<file path="config.mk">
export PLATFORM = sky130hd
export DESIGN_NAME = selector_channel
export DESIGN_NICKNAME = d
export VERILOG_FILES = /design/src/rtl/selector_channel.sv
export SDC_FILE = /design/constraint.sdc
export NUM_CORES = 1
export LEC_CHECK = 0
export BUFFER_PORTS_ARGS = -buffer_cell sky130_fd_sc_hd__buf_2
export CAP_MARGIN = 20
export CORE_MARGIN = 10
export CORE_UTILIZATION = 55
export CTS_CLUSTER_SIZE = 30
export DETAILED_ROUTE_END_ITERATION = 10
export PLACE_DENSITY = 0.81
export SLEW_MARGIN = 15
export SYNTH_ARGS = -nofsm -noshare
export SYNTH_HDL_FRONTEND = slang
export SYNTH_SLANG_ARGS = --single-unit
export TNS_END_PERCENT = 20
</file>
<file path="constraint.sdc">
create_clock -name clk -period 3.9 [get_ports clk]
set_clock_uncertainty 0.2 [all_clocks]
set_input_delay 1.17 -clock clk [delete_from_list [all_inputs] [get_ports clk]]
set_output_delay 1.17 -clock clk [all_outputs]
set_load 0.005 [all_outputs]
</file>
<file path="src/rtl/selector_channel.sv">
// Selector channel: drives one device through an initial selection, byte
// transfers (read or write) and ending status, using the classic
// tag-in/tag-out bus handshake. Every output is a flop, loaded from the
// decode of the state being entered.
module selector_channel #(
    parameter int ADDR_DELAY  = 4,
    parameter int TIMEOUT     = 1023,
    parameter int COUNT_WIDTH = 16
) (
    input  logic                   clk,
    input  logic                   reset_n,
    input  logic [7:0]             bus_in,
    output logic [7:0]             bus_out,
    input  logic                   operational_in,
    input  logic                   select_in,
    input  logic                   address_in,
    input  logic                   status_in,
    input  logic                   service_in,
    input  logic                   request_in,
    output logic                   operational_out,
    output logic                   hold_out,
    output logic                   select_out,
    output logic                   address_out,
    output logic                   command_out,
    output logic                   service_out,
    output logic                   suppress_out,
    input  logic [7:0]             address,
    input  logic [7:0]             command,
    input  logic [COUNT_WIDTH-1:0] count,
    input  logic                   start_strobe,
    output logic                   active,
    output logic [7:0]             status,
    output logic                   status_strobe,
    output logic [COUNT_WIDTH-1:0] res_count,
    input  logic [7:0]             tx_data,
    input  logic                   tx_valid,
    output logic                   tx_ready,
    output logic [7:0]             rx_data,
    output logic                   rx_valid,
    output logic [2:0]             result,
    output logic                   done_strobe
);

    typedef enum logic [3:0] {
        IDLE, ADDR_OUT, SEL_OUT, ADDR_IN, CMD_OUT, INIT_STATUS,
        INIT_ACCEPT, SELECTED, DATA, STOP, ENDING, BUSY_ACCEPT
    } state_t;

    localparam int TMAX = (TIMEOUT > ADDR_DELAY) ? TIMEOUT : ADDR_DELAY;
    localparam int TW   = $clog2(TMAX + 1);
    localparam logic [TW-1:0] T_LAST = TW'(TIMEOUT - 1);
    localparam logic [TW-1:0] A_LAST = TW'(ADDR_DELAY - 1);

    localparam logic [2:0] R_OK       = 3'd0;
    localparam logic [2:0] R_NOT_OPER = 3'd1;
    localparam logic [2:0] R_BUSY     = 3'd2;
    localparam logic [2:0] R_UNIT     = 3'd3;
    localparam logic [2:0] R_TIMEOUT  = 3'd4;
    localparam logic [2:0] R_ADDR     = 3'd5;

    state_t                 state_q, state_d;
    logic [TW-1:0]          timer_q, timer_d;
    logic [7:0]             addr_q, addr_d, cmd_q, cmd_d, data_q, data_d;
    logic [COUNT_WIDTH-1:0] res_count_q, res_count_d;
    logic [7:0]             status_q, status_d, rx_data_q, rx_data_d;
    logic [7:0]             bus_out_q, bus_out_d;
    logic [2:0]             result_q, result_d;
    logic                   status_strobe_q, status_strobe_d;
    logic                   rx_valid_q, rx_valid_d, tx_ready_q, tx_ready_d;
    logic                   done_strobe_q, done_strobe_d, active_q, active_d;
    logic                   oper_q, hold_q, hold_d, sel_q, sel_d;
    logic                   addr_out_q, addr_out_d, cmd_out_q, cmd_out_d;
    logic                   svc_out_q, svc_out_d;
    logic                   timed;

    // request_in is part of the bus but this channel never polls devices.
    logic unused_request;
    assign unused_request = request_in;

    // Next-state, datapath and registered-output decode.
    always_comb begin
        state_d         = state_q;
        addr_d          = addr_q;
        cmd_d           = cmd_q;
        data_d          = data_q;
        res_count_d     = res_count_q;
        status_d        = status_q;
        rx_data_d       = rx_data_q;
        result_d        = result_q;
        status_strobe_d = 1'b0;
        rx_valid_d      = 1'b0;
        tx_ready_d      = 1'b0;
        timed           = 1'b0;

        case (state_q)
            IDLE: begin
                if (start_strobe && !select_in && !status_in && !operational_in) begin
                    addr_d      = address;
                    cmd_d       = command;
                    res_count_d = count;
                    state_d     = ADDR_OUT;
                end
            end
            ADDR_OUT: begin
                if (timer_q == A_LAST) state_d = SEL_OUT;
            end
            SEL_OUT: begin
                timed = 1'b1;
                if (operational_in) begin
                    state_d = ADDR_IN;
                end else if (status_in) begin
                    status_d        = bus_in;
                    status_strobe_d = 1'b1;
                    result_d        = R_BUSY;
                    state_d         = BUSY_ACCEPT;
                end else if (select_in) begin
                    result_d = R_NOT_OPER;
                    state_d  = IDLE;
                end
            end
            ADDR_IN: begin
                timed = 1'b1;
                if (address_in) begin
                    if (bus_in == addr_q) begin
                        state_d = CMD_OUT;
                    end else begin
                        result_d = R_ADDR;
                        state_d  = IDLE;
                    end
                end
            end
            CMD_OUT: begin
                timed = 1'b1;
                if (!address_in) state_d = INIT_STATUS;
            end
            INIT_STATUS: begin
                timed = 1'b1;
                if (status_in) begin
                    status_d        = bus_in;
                    status_strobe_d = 1'b1;
                    state_d         = INIT_ACCEPT;
                end
            end
            INIT_ACCEPT: begin
                if (!status_in) begin
                    if (status_q == 8'h00 && cmd_q != 8'h00) begin
                        state_d = SELECTED;
                    end else begin
                        result_d = (cmd_q == 8'h00) ? R_OK : R_UNIT;
                        state_d  = IDLE;
                    end
                end
            end
            BUSY_ACCEPT: begin
                if (!status_in) state_d = IDLE;
            end
            SELECTED: begin
                timed = 1'b1;
                if (service_in) begin
                    if (res_count_q == '0) begin
                        state_d = STOP;
                    end else if (cmd_q[0]) begin
                        // Capture the byte on the accepting edge; the source holds
                        // it until tx_ready is seen on the next clock.
                        if (tx_valid) begin
                            data_d     = tx_data;
                            tx_ready_d = 1'b1;
                            state_d    = DATA;
                        end
                    end else begin
                        rx_data_d  = bus_in;
                        rx_valid_d = 1'b1;
                        state_d    = DATA;
                    end
                end else if (status_in) begin
                    status_d        = bus_in;
                    status_strobe_d = 1'b1;
                    state_d         = ENDING;
                end
            end
            DATA: begin
                if (!service_in) begin
                    if (res_count_q != '0) res_count_d = res_count_q - COUNT_WIDTH'(1);
                    state_d = SELECTED;
                end
            end
            STOP: begin
                timed = 1'b1;
                if (!service_in) state_d = SELECTED;
            end
            ENDING: begin
                timed = 1'b1;
                if (!status_in) begin
                    if (status_q[2]) begin
                        result_d = (status_q == 8'h0C) ? R_OK : R_UNIT;
                        state_d  = IDLE;
                    end else begin
                        state_d = SELECTED;
                    end
                end
            end
            default: state_d = IDLE;
        endcase

        // A device that stays silent for TIMEOUT clocks in a waiting state is abandoned.
        if (timed && state_d == state_q && timer_q == T_LAST) begin
            result_d = R_TIMEOUT;
            state_d  = IDLE;
        end

        if (state_d != state_q)  timer_d = '0;
        else if (timer_q != '1)  timer_d = timer_q + TW'(1);
        else                     timer_d = timer_q;

        addr_out_d    = (state_d == ADDR_OUT) || (state_d == SEL_OUT);
        hold_d        = (state_d != IDLE) && (state_d != ADDR_OUT);
        sel_d         = hold_d;
        cmd_out_d     = (state_d == CMD_OUT) || (state_d == STOP);
        svc_out_d     = (state_d == INIT_ACCEPT) || (state_d == BUSY_ACCEPT) ||
                        (state_d == DATA) || (state_d == ENDING);
        active_d      = (state_d != IDLE);
        done_strobe_d = (state_q != IDLE) && (state_d == IDLE);

        case (state_d)
            ADDR_OUT, SEL_OUT: bus_out_d = addr_d;
            CMD_OUT:           bus_out_d = cmd_d;
            DATA:              bus_out_d = cmd_d[0] ? data_d : 8'h00;
            default:           bus_out_d = 8'h00;
        endcase
    end

    // State and output registers; reset drops every tag at once.
    always_ff @(posedge clk or negedge reset_n) begin
        if (!reset_n) begin
            state_q         <= IDLE;
            timer_q         <= '0;
            addr_q          <= '0;
            cmd_q           <= '0;
            data_q          <= '0;
            res_count_q     <= '0;
            status_q        <= '0;
            rx_data_q       <= '0;
            result_q        <= '0;
            bus_out_q       <= '0;
            status_strobe_q <= 1'b0;
            rx_valid_q      <= 1'b0;
            tx_ready_q      <= 1'b0;
            done_strobe_q   <= 1'b0;
            active_q        <= 1'b0;
            oper_q          <= 1'b0;
            hold_q          <= 1'b0;
            sel_q           <= 1'b0;
            addr_out_q      <= 1'b0;
            cmd_out_q       <= 1'b0;
            svc_out_q       <= 1'b0;
        end else begin
            state_q         <= state_d;
            timer_q         <= timer_d;
            addr_q          <= addr_d;
            cmd_q           <= cmd_d;
            data_q          <= data_d;
            res_count_q     <= res_count_d;
            status_q        <= status_d;
            rx_data_q       <= rx_data_d;
            result_q        <= result_d;
            bus_out_q       <= bus_out_d;
            status_strobe_q <= status_strobe_d;
            rx_valid_q      <= rx_valid_d;
            tx_ready_q      <= tx_ready_d;
            done_strobe_q   <= done_strobe_d;
            active_q        <= active_d;
            oper_q          <= 1'b1;
            hold_q          <= hold_d;
            sel_q           <= sel_d;
            addr_out_q      <= addr_out_d;
            cmd_out_q       <= cmd_out_d;
            svc_out_q       <= svc_out_d;
        end
    end

    assign bus_out         = bus_out_q;
    assign operational_out = oper_q;
    assign hold_out        = hold_q;
    assign select_out      = sel_q;
    assign address_out     = addr_out_q;
    assign command_out     = cmd_out_q;
    assign service_out     = svc_out_q;
    assign suppress_out    = 1'b0;
    assign active          = active_q;
    assign status          = status_q;
    assign status_strobe   = status_strobe_q;
    assign res_count       = res_count_q;
    assign tx_ready        = tx_ready_q;
    assign rx_data         = rx_data_q;
    assign rx_valid        = rx_valid_q;
    assign result          = result_q;
    assign done_strobe     = done_strobe_q;

endmodule

</file>
==> results by group, run 1 <==
Status
  – Outcome: finished, final reports clean

Clocking
  – Number of setup buffers added after CTS: 0
  – Total CTS buffers: 9
  – Number of hold buffers added after CTS: 0
  – Clock-pin transition on the worst setup and hold timing paths: about 0.1 ns
  – Max clock buf depth: 2
  – Clock insertion delay at the later pin of the skew report: around 0.36 ns
  – Root buffer cell: clkbuf_8
  – TritonCTS Sinks: 91
  – CTS tree: built
  – Post-cts resize count: 0
  – CTS H-Tree Depth: 3

Logic synthesis
  – EDFF count, synth: 0
  – Post-synth net total: a little under 600
  – Adder-Cell Fraction of Synth Area: 0.00749
  – Post-Synth Simple-Gate Area: 0.226
  – Main combinational cell family by area after synthesis: simple AND/OR/NAND/NOR gates
  – FF+latch count, synth: 91
  – Post-synthesis instance total: 517
  – Top_reg_cell synth: dfrtp_1
  – Mapped cell area: roughly 5000 sq um
  – Compound-cell area share of the yosys netlist: 0.148
  – Sequential cell area fraction in the yosys report: 0.454
  – Ys async rst share: 1.00
  – Yosys warning count: 0
  – Mean Syn Cell Area: roughly 9.7 sq um
  – Mux contribution to synthesized area: 0.0933
  – Synth Area in XOR/XNOR: 0.0297
  – Post-synthesis cell type count: 68

Global route
  – Vias in the first global route: approximately 4200
  – Total GRT Usage: 0.190
  – Largest net degree at the start of global routing: 52
  – Total gr overflow: 0
  – First-pass GRT wire length: approximately 21000 um
  – Initial antenna violation count: 0

Timing
  – Worst-margin pin slew: about 1.0 ns
  – Worst hold slack: between 0.3 and 0.4 ns
  – Max Fclk: 293 MHz
  – Final Hold Viols: 0
  – Crit share post-route: 0.877
  – Rel. slew slack: 0.295
  – Post-Route Setup TNS: 0 ns
  – Setup Viol. Count Final: 0
  – RSZ-0062 raised after global routing: false
  – Final worst path period need: 3.42 ns
  – Max-slew violation count: 0

Route
  – Number of remaining DRC errors: 0
  – WL/cell: roughly 17 um
  – Post-Route WL: around 13000 um
  – First-pass DRT Iterations: 5
  – Antenna viol nets, final: 0
  – DR vias/cell: roughly 6
  – Initial drt markers: roughly 390
  – Detailed-route via count: around 4300

Critical path
  – Reg-to-reg endpoint: bus_out[1]
  – Worst setup EP type: flop
  – Worst EP arrival: around 3.5 ns
  – Type of the worst setup path: reg2reg
  – Worst r2r src: res_count[0]
  – FF-to-FF path depth: 10
  – Flop-to-flop setup slack: 0.48 ns
  – CP startpoint kind: flop
  – Critical path data required time: 3.99 ns
  – Critical Path Fanout Max: 7

Die
  – I/O pins: about 110
  – Initial Utilization: 0.569
  – # rows: 34
  – CORE AREA: 8810 sq um
  – Die width: 115 um
  – Die height: approximately 120 um
  – Area of the die: ~13000 sq um

Worst hold path
  – Hold path depth: 1
  – Min-delay src: data_q[5]
  – Hold endpoint: data_q[5]
  – HP Class: reg2reg

Placed design
  – DPL Wire Length: a little under 10000 um
  – I/O Buffers: 110
  – GPL Wtd Cong: around 0.96
  – Cells after DPL: 717

Pwr
  – Worst vdd ir: 0.297 mV
  – Sequential share of power: 0.397
  – Clock power frac: 0.177
  – Internal power: between 2000 and 2500 uW
  – Net Sw Frac: 0.392
  – Power Dens Cells: 688 nW/um^2
  – Combinational Power Share: 0.426
  – NetSw: 1600 uW
  – LEAKAGE: ~0.0028 uW

Layout
  – Fillcell total: 691
  – Fin cells: between 700 and 800
  – Fin nets: ~680
  – Post-layout util: 0.672
  – Ant diodes: 0
  – Proportion of layout cells with a drive suffix above 1: 0.323
  – Area Overhead vs Synth: 17.9%

Run
  – Max Cap Viol: 0
==> cell families after synthesis <==
kind of cell	after synthesis
compound gates	115
xor+xnor	17
fa+ha+maj	3
buf+inv	44
flops	91
mux	42
other cells	2
simple gates	203
==> state kept, by name, summed over array words and instances, names as in the netlist, 3 cells and up <==
register / cells
res_count: 16
timer_q: 10
addr_q: 8
bus_out: 8
cmd_q: 8
data_q: 8
rx_data: 8
status: 8
state_q: 4
result: 3
==> worst max-delay path by stage <==
stage	endpoint	start	cells past startpoint
CTS	timer_q[1]	res_count[0]	10
global placement	done_strobe	service_in	10
finish	bus_out[1]	res_count[0]	10
detailed placement	done_strobe	service_in	10
floorplan	state_q[3]	status_in	10
global route	bus_out[7]	res_count[0]	10
==> through the flow <==
| step | worst slack (ns) | area (sq um) | power (uW) |
|---|---|---|---|
| 2_1_floorplan | 0.400 | 5010 | 2750 |
| 3_3_place_gp | 0.222 | 5680 | 3280 |
| 3_5_place_dp | 0.195 | 5680 | 3360 |
| 4_1_cts | 0.499 | 5900 | 4080 |
| 5_1_grt | 0.202 | 5910 | 4360 |
| 6_report | 0.482 | 5910 | 4070 |
==> critical path: stages (launching register included) <==
cell      delay, ns
dfrtp_1        0.42
inv_1          0.07
ha_1           0.19
or4b_2         0.67
nor4_2         0.51
a211oi_1       0.19
nor2b_1        0.25
nor2_1         0.44
a21bo_2        0.21
nand2_1        0.06
a21oi_1        0.14
==> metal layers <==
layer	part of all wire	routed length [um]	global-route usage
met1	0.44	5590	0.247
met2	0.47	5970	0.310
met3	0.079	1010	0.0413
met4	0.015	188	0.0608
met5	0	0	0
==> final cells by class <==
class	count	area (sq um)	share of cell area
Clock inverter	6	95.1	0.0161
Multi-Input combinational cell	382	2540	0.429
Timing Repair Buffer	124	691	0.117
Inverter	13	48.8	0.00825
Clock buffer	10	128	0.0216
Sequential cell	91	2280	0.385
Tap cell	108	135	0.0228
==> synth_stat cells, drive strengths merged, types with 3 or more instances <==
library cell  number  area [sq um]
nand2             26          97.6
a31oi              4          25.0
clkbuf            22          82.6
inv               13          48.8
and4               3          26.3
buf                9          72.6
a21bo              7          70.1
o211ai             4          35.0
nand4              5          31.3
nand2b            14          87.6
nor3              14          75.1
mux2              38           428
nor2              65           244
ha                 3          37.5
nor3b              4          30.0
o22ai              4          25.0
nor4b              6          97.6
a211oi             6          45.0
xnor2             13           114
dfrtp             91          2280
nor2b              6          37.5
xor2               4          35.0
or3                5          31.3
nor4              16           106
o21ai             30           150
nand4b             4          35.0
nand3             17          85.1
and3               3          18.8
a21oi             39           203
mux2i              4          40.0
or2                3          18.8
==> power groups by stage <==
stage | sequential, uW | clock, uW | combinational [uW]
2_1_floorplan | 1520 | 0 | 1220
3_3_place_gp | 1600 | 0 | 1680
3_5_place_dp | 1630 | 0 | 1730
4_1_cts | 1610 | 733 | 1740
5_1_grt | 1670 | 771 | 1930
6_report | 1620 | 721 | 1730
==> placed cells by master, fill, tap and decap left out, drive strengths merged, types with 7 or more instances in the layout <==
master,netlist,routed
clkbuf,22,10
dfrtp,91,91
nand2,26,26
nand2b,14,14
nor2,65,65
a21bo,7,7
a21oi,39,39
nand3,17,17
mux2,38,38
inv,13,15
nor3,14,14
o21ai,30,30
xnor2,13,13
buf,9,124
nor4,16,16
Note: power is estimated with default switching activity, not from simulation.
==> inputs of run 2 (changes only) <==
Settings changed: ABC_AREA from default to 1.
==> run 2 against run 1 <==
Sequential cell count did not move. Core utilization is 2.1 points lower. Largest cell class unchanged. Power down 5.3%. Critical path depth rose by 5.
==> results by group, run 2 <==
Status
  – Outcome: finished, final reports clean

Pwr
  – Total chip power: a little under 4000 uW
  – Worst vdd ir: approximately 0.3 mV
  – Power Dens Cells: 644 nW/um^2
  – LEAKAGE: 0.00325 uW

Timing
  – Post-Route Setup TNS: 0 ns
  – Worst hold slack: roughly 0.29 ns
  – Rel. slew slack: 0.524
  – Final Hold Viols: 0
  – Max-slew violation count: 0
  – Setup Viol. Count Final: 0
  – Final worst path period need: 3.22 ns
  – Max Fclk: 310 MHz
  – RSZ-0062 raised after global routing: false
  – Crit share post-route: 0.827
  – Worst-margin pin slew: about 0.71 ns

Layout
  – Number of flip-flops in the largest register: 16
  – Area Overhead vs Synth: 15.8%
  – Proportion of layout cells with a drive suffix above 1: 0.212
  – Reg area: 2280 sq um
  – Ant diodes: 0
  – Area of the multi-input gates: ~2400 sq um
  – Fin nets: about 880
  – Most common cell after layout, fill and taps aside: nand2_1
  – Fillcell total: 810
  – Commonest non-fill, non-tap cells in the layout: nand2_1 (160), buf_2 (109), nor2_1 (104), inv_1 (100), dfrtp_1 (91)

Logic synthesis
  – Synth top cells by count: nand2_1 (160), nor2_1 (104), inv_1 (100)
  – Most frequent cell after synthesis: nand2_1
  – Synth area leader: dfrtp_1
  – Yosys warning count: 0
  – FF+latch count, synth: between 90 and 100
  – Top_reg_cell synth: dfrtp_1
  – Mux contribution to synthesized area: 0.00194
  – EDFF count, synth: 0
  – Post-synthesis instance total: slightly above 700
  – Adder-Cell Fraction of Synth Area: 0.00726
  – Share of the synthesized area in the top cell type: 0.441
  – Mean Syn Cell Area: slightly above 7 sq um
  – Post-Synth Simple-Gate Area: 0.327
  – Post-synthesis cell type count: between 40 and 50
  – Synth top area cells: dfrtp_1 (44%), nand2_1 (12%), nor2_1 (7.6%)
  – Synth Area in XOR/XNOR: 0.0136
  – Mapped cell area: 5170 sq um
  – Ys async rst share: 1.00
  – Post-synth net total: 774
  – Sequential cell area fraction in the yosys report: 0.441
  – Compound-cell area share of the yosys netlist: 0.111
  – Main combinational cell family by area after synthesis: simple AND/OR/NAND/NOR gates

Die
  – I/O pins: between 100 and 150
  – Area of the die: roughly 14000 sq um
  – Initial Utilization: 0.562
  – Die height: approximately 120 um
  – CORE AREA: slightly above 9000 sq um
  – # rows: 35
  – Die width: about 120 um

Global route
  – Total GRT Usage: 0.210
  – Vias in the first global route: between 4000 and 5000
  – Initial antenna violation count: 0
  – First-pass GRT wire length: between 20000 and 25000 um
  – Total gr overflow: 0
  – Largest net degree at the start of global routing: between 50 and 60

Critical path
  – CP startpoint kind: primary input
  – Critical Path Fanout Max: 12
  – Type of the worst setup path: in2reg
  – Worst EP arrival: 3.33 ns
  – Critical path data required time: between 4 and 5 ns
  – Worst setup EP type: flop

Worst hold path
  – HP Class: reg2reg

Route
  – First-pass DRT Iterations: 5
  – WL/cell: between 15 and 20 um
  – Number of remaining DRC errors: 0
  – Detailed-route via count: a little over 5000
  – Initial drt markers: between 300 and 400
  – DR vias/cell: 5.36
  – Antenna viol nets, final: 0
  – Post-Route WL: roughly 14000 um

Run
  – Max Cap Viol: 0

Placed design
  – DPL Wire Length: 10900 um
  – GPL Wtd Cong: just under 1
  – I/O Buffers: 110

Clocking
  – TritonCTS Sinks: 91
  – CTS H-Tree Depth: 3
  – Post-cts resize count: 0
  – Clock insertion delay at the later pin of the skew report: between 0.3 and 0.4 ns
  – Number of hold buffers added after CTS: 0
  – Number of setup buffers added after CTS: 0
  – Total CTS buffers: 9
  – Max clock buf depth: 2
  – Root buffer cell: clkbuf_8
  – CTS tree: built
  – Clock-pin transition on the worst setup and hold timing paths: roughly 0.090 ns
==> run 2: changes by cell type after synthesis, moves of 32 or more <==
| cell | delta |
|---|---|
| o21ai_0 | +32 |
| inv_1 | +88 |
| nand2_1 | +134 |
| nand3_1 | +42 |
| nor2_1 | +39 |
| mux2_2 | -38 |
==> run 2: critical path: stages <==
cell     delay, ns
buf_2         0.21
inv_2         0.10
nor2_1        0.18
nor2_1        0.06
nand3_1       0.07
nand4_1       0.08
nor2_1        0.20
nand2_2       0.14
nand2_1       0.12
nand3_2       0.10
nor2_4        0.24
nor2_2        0.17
nor2_4        0.26
nand3_1       0.13
nand2_1       0.08
==> run 2: layout make-up <==
| cell class | count | area share |
|---|---|---|
| well taps | 111 | 0.0232 |
| flip-flops and latches | 91 | 0.381 |
| multi-input cells | 498 | 0.399 |
| clock buffers | 10 | 0.0213 |
| inverters | 106 | 0.0665 |
| clock inverters | 6 | 0.00837 |
| repair buffers | 115 | 0.101 |
==> run 2: cells by family (layout without fill, tap and decap cells) <==
kind of cell / after synthesis / after routing
flops: 91 / 91
simple gates: 381 / 381
xor+xnor: 8 / 8
mux: 1 / 1
fa+ha+maj: 3 / 3
other cells: 2 / 2
buf+inv: 124 / 237
compound gates: 103 / 103
==> run 2: power by group <==
group / switching, uW / leakage [uW] / internal [uW]
Combinational: 1090 / 0.00203 / 634
Sequential: 243 / 0.00113 / 1290
Clock: 361 / 0.0000888 / 240
==> run 2: stage by stage <==
stage                     std cells  cell area, sq um   util  setup WS (ns)
after floorplan                 713              5170      -          0.845
after CTS                       937              5980  0.650          0.707
after global routing            937              5980  0.650          0.443
after detailed placement        921              5800  0.631          0.325
final                           937              5980  0.650          0.675
after global placement          921              5800  0.631          0.386
==> run 2: worst paths after layout <==
kind / to / start / slack [ns] / cells past startpoint
max in group asynchronous: cmd_q[7] / reset_n / 2.19 / 2
worst min register to register: rx_data[7] / rx_data[7] / 0.29 / 2
worst max register to register: address_out / state_q[1] / 0.89 / 14
worst max-delay path: bus_out[1] / status_in / 0.68 / 15
min in group asynchronous: res_count[12] / reset_n / 0.63 / 1
worst min-delay path: rx_data[7] / rx_data[7] / 0.29 / 2
==> run 2: routing by layer <==
metal / GRT usage / routed length (um)
met1: 0.250 / 5770
met2: 0.355 / 6810
met3: 0.0617 / 1160
met4: 0.0725 / 346
met5: 0 / 0
